<file path="src/rtl/stream_demux.sv">
// Two-port stream demultiplexer with a one-entry holding register per output port.
// Optional per-port delivery counters are built when STREAM_DEMUX_CNT_EN is defined.
module stream_demux #(
  parameter int SIZE = 6
) (
  input  logic            clk,
  input  logic            rst_n,
  input  logic [SIZE-1:0] in,
  input  logic            in_valid,
  output logic            in_ready,
  input  logic            sel,
  output logic [SIZE-1:0] out_a,
  output logic            out_a_valid,
  input  logic            out_a_ready,
  output logic [SIZE-1:0] out_b,
  output logic            out_b_valid,
  input  logic            out_b_ready
`ifdef STREAM_DEMUX_CNT_EN
  ,
  output logic [7:0]      cnt_a,
  output logic [7:0]      cnt_b
`endif
);

  typedef enum logic {
    EMPTY = 1'b0,
    FULL  = 1'b1
  } state_t;

  state_t          state_a_r;
  state_t          state_b_r;
  state_t          state_a_nxt_s;
  state_t          state_b_nxt_s;
  logic [SIZE-1:0] data_a_r;
  logic [SIZE-1:0] data_b_r;
  logic            acc_a_s;
  logic            acc_b_s;
  logic            dlv_a_s;
  logic            dlv_b_s;
  logic            ready_s;

  // Handshake decode; readiness looks only at the selected port, never at in_valid.
  always_comb begin
    dlv_a_s = (state_a_r == FULL) && out_a_ready;
    dlv_b_s = (state_b_r == FULL) && out_b_ready;
    if (sel) begin
      ready_s = (state_b_r == EMPTY) || out_b_ready;
    end else begin
      ready_s = (state_a_r == EMPTY) || out_a_ready;
    end
    acc_a_s = in_valid && ready_s && !sel;
    acc_b_s = in_valid && ready_s && sel;
  end

  // State registers for both port FSMs.
  always_ff @(posedge clk or negedge rst_n) begin
    if (!rst_n) begin
      state_a_r <= EMPTY;
      state_b_r <= EMPTY;
    end else begin
      state_a_r <= state_a_nxt_s;
      state_b_r <= state_b_nxt_s;
    end
  end

  // Next-state logic; a simultaneous delivery and accept keeps the port FULL.
  always_comb begin
    state_a_nxt_s = state_a_r;
    state_b_nxt_s = state_b_r;
    case (state_a_r)
      EMPTY:   if (acc_a_s) state_a_nxt_s = FULL; else state_a_nxt_s = EMPTY;
      FULL:    if (dlv_a_s && !acc_a_s) state_a_nxt_s = EMPTY; else state_a_nxt_s = FULL;
      default: state_a_nxt_s = EMPTY;
    endcase
    case (state_b_r)
      EMPTY:   if (acc_b_s) state_b_nxt_s = FULL; else state_b_nxt_s = EMPTY;
      FULL:    if (dlv_b_s && !acc_b_s) state_b_nxt_s = EMPTY; else state_b_nxt_s = FULL;
      default: state_b_nxt_s = EMPTY;
    endcase
  end

  // Output decode straight from the state and data registers.
  always_comb begin
    in_ready    = ready_s;
    out_a_valid = (state_a_r == FULL);
    out_b_valid = (state_b_r == FULL);
    out_a       = data_a_r;
    out_b       = data_b_r;
  end

  // Holding registers keep the last loaded word while the port is empty.
  always_ff @(posedge clk or negedge rst_n) begin
    if (!rst_n) begin
      data_a_r <= {SIZE{1'b0}};
      data_b_r <= {SIZE{1'b0}};
    end else begin
      if (acc_a_s) begin
        data_a_r <= in;
      end
      if (acc_b_s) begin
        data_b_r <= in;
      end
    end
  end

`ifdef STREAM_DEMUX_CNT_EN
  logic [7:0] cnt_a_r;
  logic [7:0] cnt_b_r;

  // Delivery counters wrap naturally at 8 bits.
  always_ff @(posedge clk or negedge rst_n) begin
    if (!rst_n) begin
      cnt_a_r <= 8'd0;
      cnt_b_r <= 8'd0;
    end else begin
      if (dlv_a_s) begin
        cnt_a_r <= cnt_a_r + 8'd1;
      end
      if (dlv_b_s) begin
        cnt_b_r <= cnt_b_r + 8'd1;
      end
    end
  end

  assign cnt_a = cnt_a_r;
  assign cnt_b = cnt_b_r;
`endif

endmodule
</file>
<file path="config.mk">
export PLATFORM = sky130hd
export DESIGN_NAME = stream_demux
export DESIGN_NICKNAME = d
export VERILOG_FILES = /design/src/rtl/stream_demux.sv
export SDC_FILE = /design/constraint.sdc
export NUM_CORES = 1
export LEC_CHECK = 0
export CAP_MARGIN = 20
export CORE_UTILIZATION = 39
export DETAILED_ROUTE_END_ITERATION = 12
export HOLD_SLACK_MARGIN = 0.02
export PLACE_DENSITY = 0.86
export SLEW_MARGIN = 20
export SYNTH_ARGS = -nofsm -noshare
export SYNTH_HDL_FRONTEND = slang
export SYNTH_SLANG_ARGS = --single-unit
</file>
<file path="constraint.sdc">
create_clock -name clk -period 1.5 [get_ports clk]
set_input_delay 0.3 -clock clk [delete_from_list [all_inputs] [get_ports clk]]
set_output_delay 0.3 -clock clk [all_outputs]
set_load 0.01 [all_outputs]
</file>
==> impl_metrics.env <==
export IMPL_status="completed"
export IMPL_hp_class="in -> async"
export IMPL_dpl_cell_count=81
export IMPL_worst_setup_path_end_kind="register"
export IMPL_drc=0
export IMPL_clockPowerShare=0.261
export IMPL_critPathTopFamily="buffers and inverters"
export IMPL_cp_required_ns=1.67
export IMPL_vias=398
export IMPL_cts_tree="yes"
export IMPL_p_seq_frac=0.456
export IMPL_leakage_nw=0.5425
export IMPL_fin_util=0.6996
export IMPL_wl_per_cell_um=13.49
export IMPL_syn_area_per_cell_um2=16.27
export IMPL_fin_skew_ns=0.001986
export IMPL_gr_total_overflow=0
export IMPL_gp_congestion=0.5968
export IMPL_rsz0062_at_grt="no"
export IMPL_finalCriticalPeriod_ns=1.473
export IMPL_critical_path_max_fanout=6
export IMPL_start_kind="primary input"
export IMPL_cts_buffer_depth=2
export IMPL_setup_viol=0
export IMPL_die_area_mm2=0.001704
export IMPL_ios=27
export IMPL_yosysSeqAreaShare=0.5821
export IMPL_avgViaCountPerCell=4.682
export IMPL_first_iter_violations=0
export IMPL_diodes=0
export IMPL_worstPathCellList="clkdlybuf4s50_1 -> buf_4 -> nand2b_4 -> nor2b_4 -> mux2_4"
export IMPL_hold_viol_final=0
export IMPL_core_area_mm2=0.001366
export IMPL_firstDrtPassIters=1
export IMPL_syn_cell_area_um2=601.8
export IMPL_worst_pin_slew_ns=0.2664
export IMPL_layout_drive_gt1_share=0.3571
export IMPL_p_per_area_mw_per_mm2=1087
export IMPL_numCtsBuffers=3
export IMPL_path_class="in -> reg"
export IMPL_ys_ff_latch=14
export IMPL_dp_hpwl_um=886.2
export IMPL_ant_nets=0
export IMPL_p_comb_frac=0.283
export IMPL_antenna_found_initial=0
export IMPL_layout_nets=83
export IMPL_drv_cap=0
export IMPL_die_w_um=41.28
export IMPL_hold_buffers=0
export IMPL_die_y_um=41.28
export IMPL_synth_cells=37
export IMPL_grtUsageTotal=0.1705
export IMPL_start_util=0.4405
export IMPL_place_area_um2=899.6
export IMPL_htreeDepth=1
export IMPL_dp_worst_setup_slack_ns=-0.4246
export IMPL_area_growth_pct=58.84
export IMPL_io_buffers=26
export IMPL_p_sw_w=0.0002610
export IMPL_p_int_w=0.0007778
export IMPL_synth_distinct_cells=12
export IMPL_cts_root_buf="clkbuf_4"
export IMPL_irDropWorstVdd_mv=0.5524
export IMPL_slowest_stage="clkdlybuf4s50_1"
export IMPL_fmax_mhz=678.8
export IMPL_yosys_warnings=0
export IMPL_grt_pass1_wl_um=1725
export IMPL_wirelength_um=1147
export IMPL_worst_path_buf_inv=2
export IMPL_arrival_ns=1.65
export IMPL_grt_max_degree=15
export IMPL_max_stage_delay_ns=0.46
export IMPL_cts_sinks=14
export IMPL_clk_latency_ns=0.28
export IMPL_row_count=13
export IMPL_grt_pass1_vias=385
export IMPL_slew_headroom=0.8220
export IMPL_final_area_um2=955.9
export IMPL_syn_nets=49
export IMPL_post_cts_buffers=0
export IMPL_instances_no_fill=85
export IMPL_layout_setup_ws_ns=0.02686
export IMPL_drv_slew=0
export IMPL_fin_crit_sh=0.9821
export IMPL_clk_pin_slew_ns=0.08
export IMPL_sw_frac_of_total=0.2513
## sequential cells by signal (all words and copies together) (netlist names)
name,flops
out_a,6
out_b,6
out_a_valid,1
out_b_valid,1
## what timing repair did
action,CTS,global route
hold endpoints to repair,0,0
gates resized for setup,8,12
pin swaps,1,1
endpoints found under the setup margin,5,17
## placed cells by master, fill, tap and decap left out
| cell type | Yosys | layout |
|---|---|---|
| clkdlybuf4s50_1 | 0 | 9 |
| clkbuf_8 | 0 | 1 |
| mux2_4 | 6 | 6 |
| clkbuf_4 | 0 | 3 |
| nand2b_1 | 1 | 1 |
| a21oi_1 | 1 | 1 |
| nor2_4 | 1 | 1 |
| nand2b_4 | 2 | 2 |
| and2b_1 | 1 | 1 |
| dlygate4sd2_1 | 0 | 4 |
| buf_2 | 0 | 1 |
| mux2_2 | 6 | 6 |
| dfrtp_1 | 14 | 14 |
| nand2_1 | 2 | 2 |
| nor2_1 | 1 | 1 |
| buf_4 | 0 | 4 |
| nor2b_4 | 1 | 1 |
| dlymetal6s2s_1 | 0 | 12 |
## area by class of cell
type | count | area [µm²]
fillers | 117 | 410.4
flip-flops and latches | 14 | 350.3
repair buffers | 30 | 310.3
multi-input cells | 22 | 240.2
clock buffers | 4 | 36.28
well taps | 15 | 18.77
## per-stage QoR
step | setup TNS (ns) | total power (W) | hold WS (ns)
floorplan | 0 | 0.0006149 | 0.004409
global placement | -3.514 | 0.0007991 | 0.4918
detailed placement | -3.782 | 0.0008099 | 0.4947
CTS | 0 | 0.001071 | 0.3190
global route | 0 | 0.001095 | 0.3528
finish | 0 | 0.001039 | 0.3181
## cell usage after synthesis
| master | number | area (µm²) |
|---|---|---|
| nor2_1 | 1 | 3.750 |
| mux2_2 | 6 | 67.56 |
| mux2_4 | 6 | 90.09 |
| buf_6 | 1 | 11.26 |
| dfrtp_1 | 14 | 350.3 |
| nand2b_4 | 2 | 27.53 |
| nand2b_1 | 1 | 6.260 |
| nor2b_4 | 1 | 13.76 |
| a21oi_1 | 1 | 5.000 |
| nand2_1 | 2 | 7.510 |
| nor2_4 | 1 | 11.26 |
| and2b_1 | 1 | 7.510 |
## metal layers
metal	vias up	routed length, µm	global-route usage
met5	-	0	0
met4	0	0	0.07258
met3	0	101	0.06522
met2	23	551	0.2578
met1	187	494	0.2158
li1	188	-	-
## power by group through the flow
stage	clock, W	combinational [W]	sequential (W)
6_report	0.000271	0.000294	0.000474
3_3_place_gp	0	0.000317	0.000482
2_1_floorplan	0	0.000103	0.000512
5_1_grt	0.000293	0.000318	0.000484
3_5_place_dp	0	0.000326	0.000484
4_1_cts	0.000280	0.000312	0.000479
## path summary, 6_finish.rpt
check	startpoint	end	slack [ns]	cells past startpoint
min in group clk	out_a_ready	out_a_valid	0.39	4
min	rst_n	out_b_valid	0.32	2
max	sel	out_a[5]	0.03	5
min reg2reg	out_b[3]	out_b[3]	0.51	1
max in group asynchronous	rst_n	out_b[1]	1.02	2
max reg2reg	out_b_valid	out_b[1]	0.12	4
## worst register-to-register path, delay by kind of cell (launching register included)
kind / cells / cell delay, ns
DFF: 1 / 0.38
muxes: 1 / 0.37
buffers and inverters: 1 / 0.14
and+or+nand+nor: 2 / 0.38
## kinds of logic after synthesis
group           after synthesis  synth area share
compound gates                1          0.008308
buf+inv                       1           0.01871
flops                        14            0.5821
mux                          12            0.2620
simple gates                  9            0.1289
Power figures use the tool's default switching activity.
==> patch, RTL diff (same settings) <==
Add a define of `STREAM_DEMUX_CNT_EN`.
--- a/src/rtl/stream_demux.sv
+++ b/src/rtl/stream_demux.sv
@@ -1,4 +1,6 @@
 // Two-port stream demultiplexer with a one-entry holding register per output port.
 // Optional per-port delivery counters are built when STREAM_DEMUX_CNT_EN is defined.
+`define STREAM_DEMUX_CNT_EN
+
 module stream_demux #(
   parameter int SIZE = 6
Formal check against the unedited RTL (old outputs only; new: cnt_a and cnt_b): equivalent (Yosys induction, for registers that start in step).
==> patch against the unedited design <==
Synthesized area grew 110%; sequential cell count grew 16; clock skew grew 0.0014 ns; highest routed layer is now met4; critical endpoint is now in_ready; wire length grew 130%; cell area grew 99%; die area grew 100%; largest cell class unchanged; worst setup slack lost 0.0059 ns; power grew to 2.7 times the old value; clock power grew 120%.
==> patch: results <==
[timing]
fin_skew_ns = 0.00335
fin_crit_sh_pct = 98.6
worstMarginPinSlew_ns = 0.379
hold_viol_final = 0
whs_ns = 0.352
finalMaxSlewViolations = 0

[detailed_routing]
dr.pass1.iters = 4
viasPerCell = 4.66
drt_iter0_markers = 28
drt_wl_total_um = 2610
num_vias = 950
ant_nets = 0

[power_and_ir_drop]
ir_drop_v = 0.000891
netSwitchingPower_mw = 0.862
power_leakage_nw = 0.935
p_seq_mw = 1.14
p_int_mw = 1.90
p_comb_mw = 1.03

[synthesis]
netlist_top_cells_area = "dfrtp_1 60%, mux2_2 13%, xnor2_1 7.0%"
avgSynthCellArea_sq_um = 13.4
synth_nets = 107
synth-seq-area-share_pct = 60.3
yosysUniqueCellTypes = 21
ys_top_cells_by_count = "30 x dfrtp_1, 14 x mux2_2, 10 x xnor2_1"
ys_warn_count = 0
synthArstFlopShare_pct = 100

[place]
io_buffer_count = 42
placed_area_sq_um = 1780
hpwl_um = 1810
gp_congestion = 0.737
dp_cells = 186
pre_cts_ws_ns = -0.497

[cts]
clkTransAtPathRegs_ns = 0.09
clock_latency_ns = 0.32
htreeDepth = 2
cts_inserted_buffers = 5
cts_buffer_depth = 2
root_buffer = "clkbuf_4"

[critical_path]
critPathTopFamily = "flip-flops"
cp_slowest_cell = "dfrtp_1"
rr_worst_depth = 4
r2r_slack_ns = 0.15
reg2reg_to = "cnt_b[7]$_DFFE_PN0N_"
path_max_fanout = 3
worstPathArrival_ns = 1.18
max_stage_delay_ns = 0.40
reg2reg_from = "out_b_valid$_DFF_PN0_"

[global_route]
grt_util_all_layers_pct = 17.9
grt_max_degree = 31
grt_first_pass_wirelength_um = 4340
grt_pass1_vias = 1008

[run_status]
status = "complete, no violations"

[finish]
drive_above_1_share_pct = 28.7
n_fill_cell = 266
nets = 173
[patch: changes by cell type after synthesis, moves of 5 or more]
cell,before,now
xnor2_1,0,10
nand4_1,0,5
mux2_4,6,0
mux2_2,6,14
nand2_1,2,8
dfrtp_1,14,30
[patch: worst max path at each step]
| stage | startpoint | to | depth (start not counted) |
|---|---|---|---|
| floorplan | out_a_valid$_DFF_PN0_ | out_a[0]$_DFFE_PN0P_ | 3 |
| global placement | out_b_ready | in_ready | 4 |
| detailed placement | out_b_ready | in_ready | 4 |
| CTS | out_a_valid$_DFF_PN0_ | out_a_valid | 2 |
| global route | out_a_valid$_DFF_PN0_ | in_ready | 3 |
| finish | out_a_valid$_DFF_PN0_ | in_ready | 3 |
[patch: cell type report]
type / instances / area (sq um) / area share [%]
sequential: 30 / 752 / 39.4
clock buffer: 8 / 78.8 / 4.13
multi-input combinational: 60 / 500 / 26.2
tap: 44 / 55.1 / 2.89
inverter: 2 / 7.51 / 0.394
timing repair buffer: 60 / 513 / 26.9
[patch: cells by family after synthesis]
| family | count (synthesis) | share of synthesized area, % |
|---|---|---|
| simple gates | 28 | 12.9 |
| compound gates | 1 | 0.402 |
| flops | 30 | 60.3 |
| xor+xnor | 14 | 9.85 |
| fa+ha+maj | 2 | 2.01 |
| mux | 15 | 13.6 |
| buf+inv | 3 | 1.00 |
[patch: timing repair]
item,4_1_cts,5_1_grt
pin swaps,0,0
resized for setup,41,4
buffers inserted,10,0
hold buffers,0,0
endpoints found under the setup margin,31,3
[patch: metal layers]
| metal | global-route usage (%) | part of all wire (%) |
|---|---|---|
| met3 | 9.23 | 6.7 |
| met5 | 0 | 0 |
| met2 | 30.9 | 50 |
| met1 | 18.5 | 42 |
| met4 | 7.14 | 1.2 |
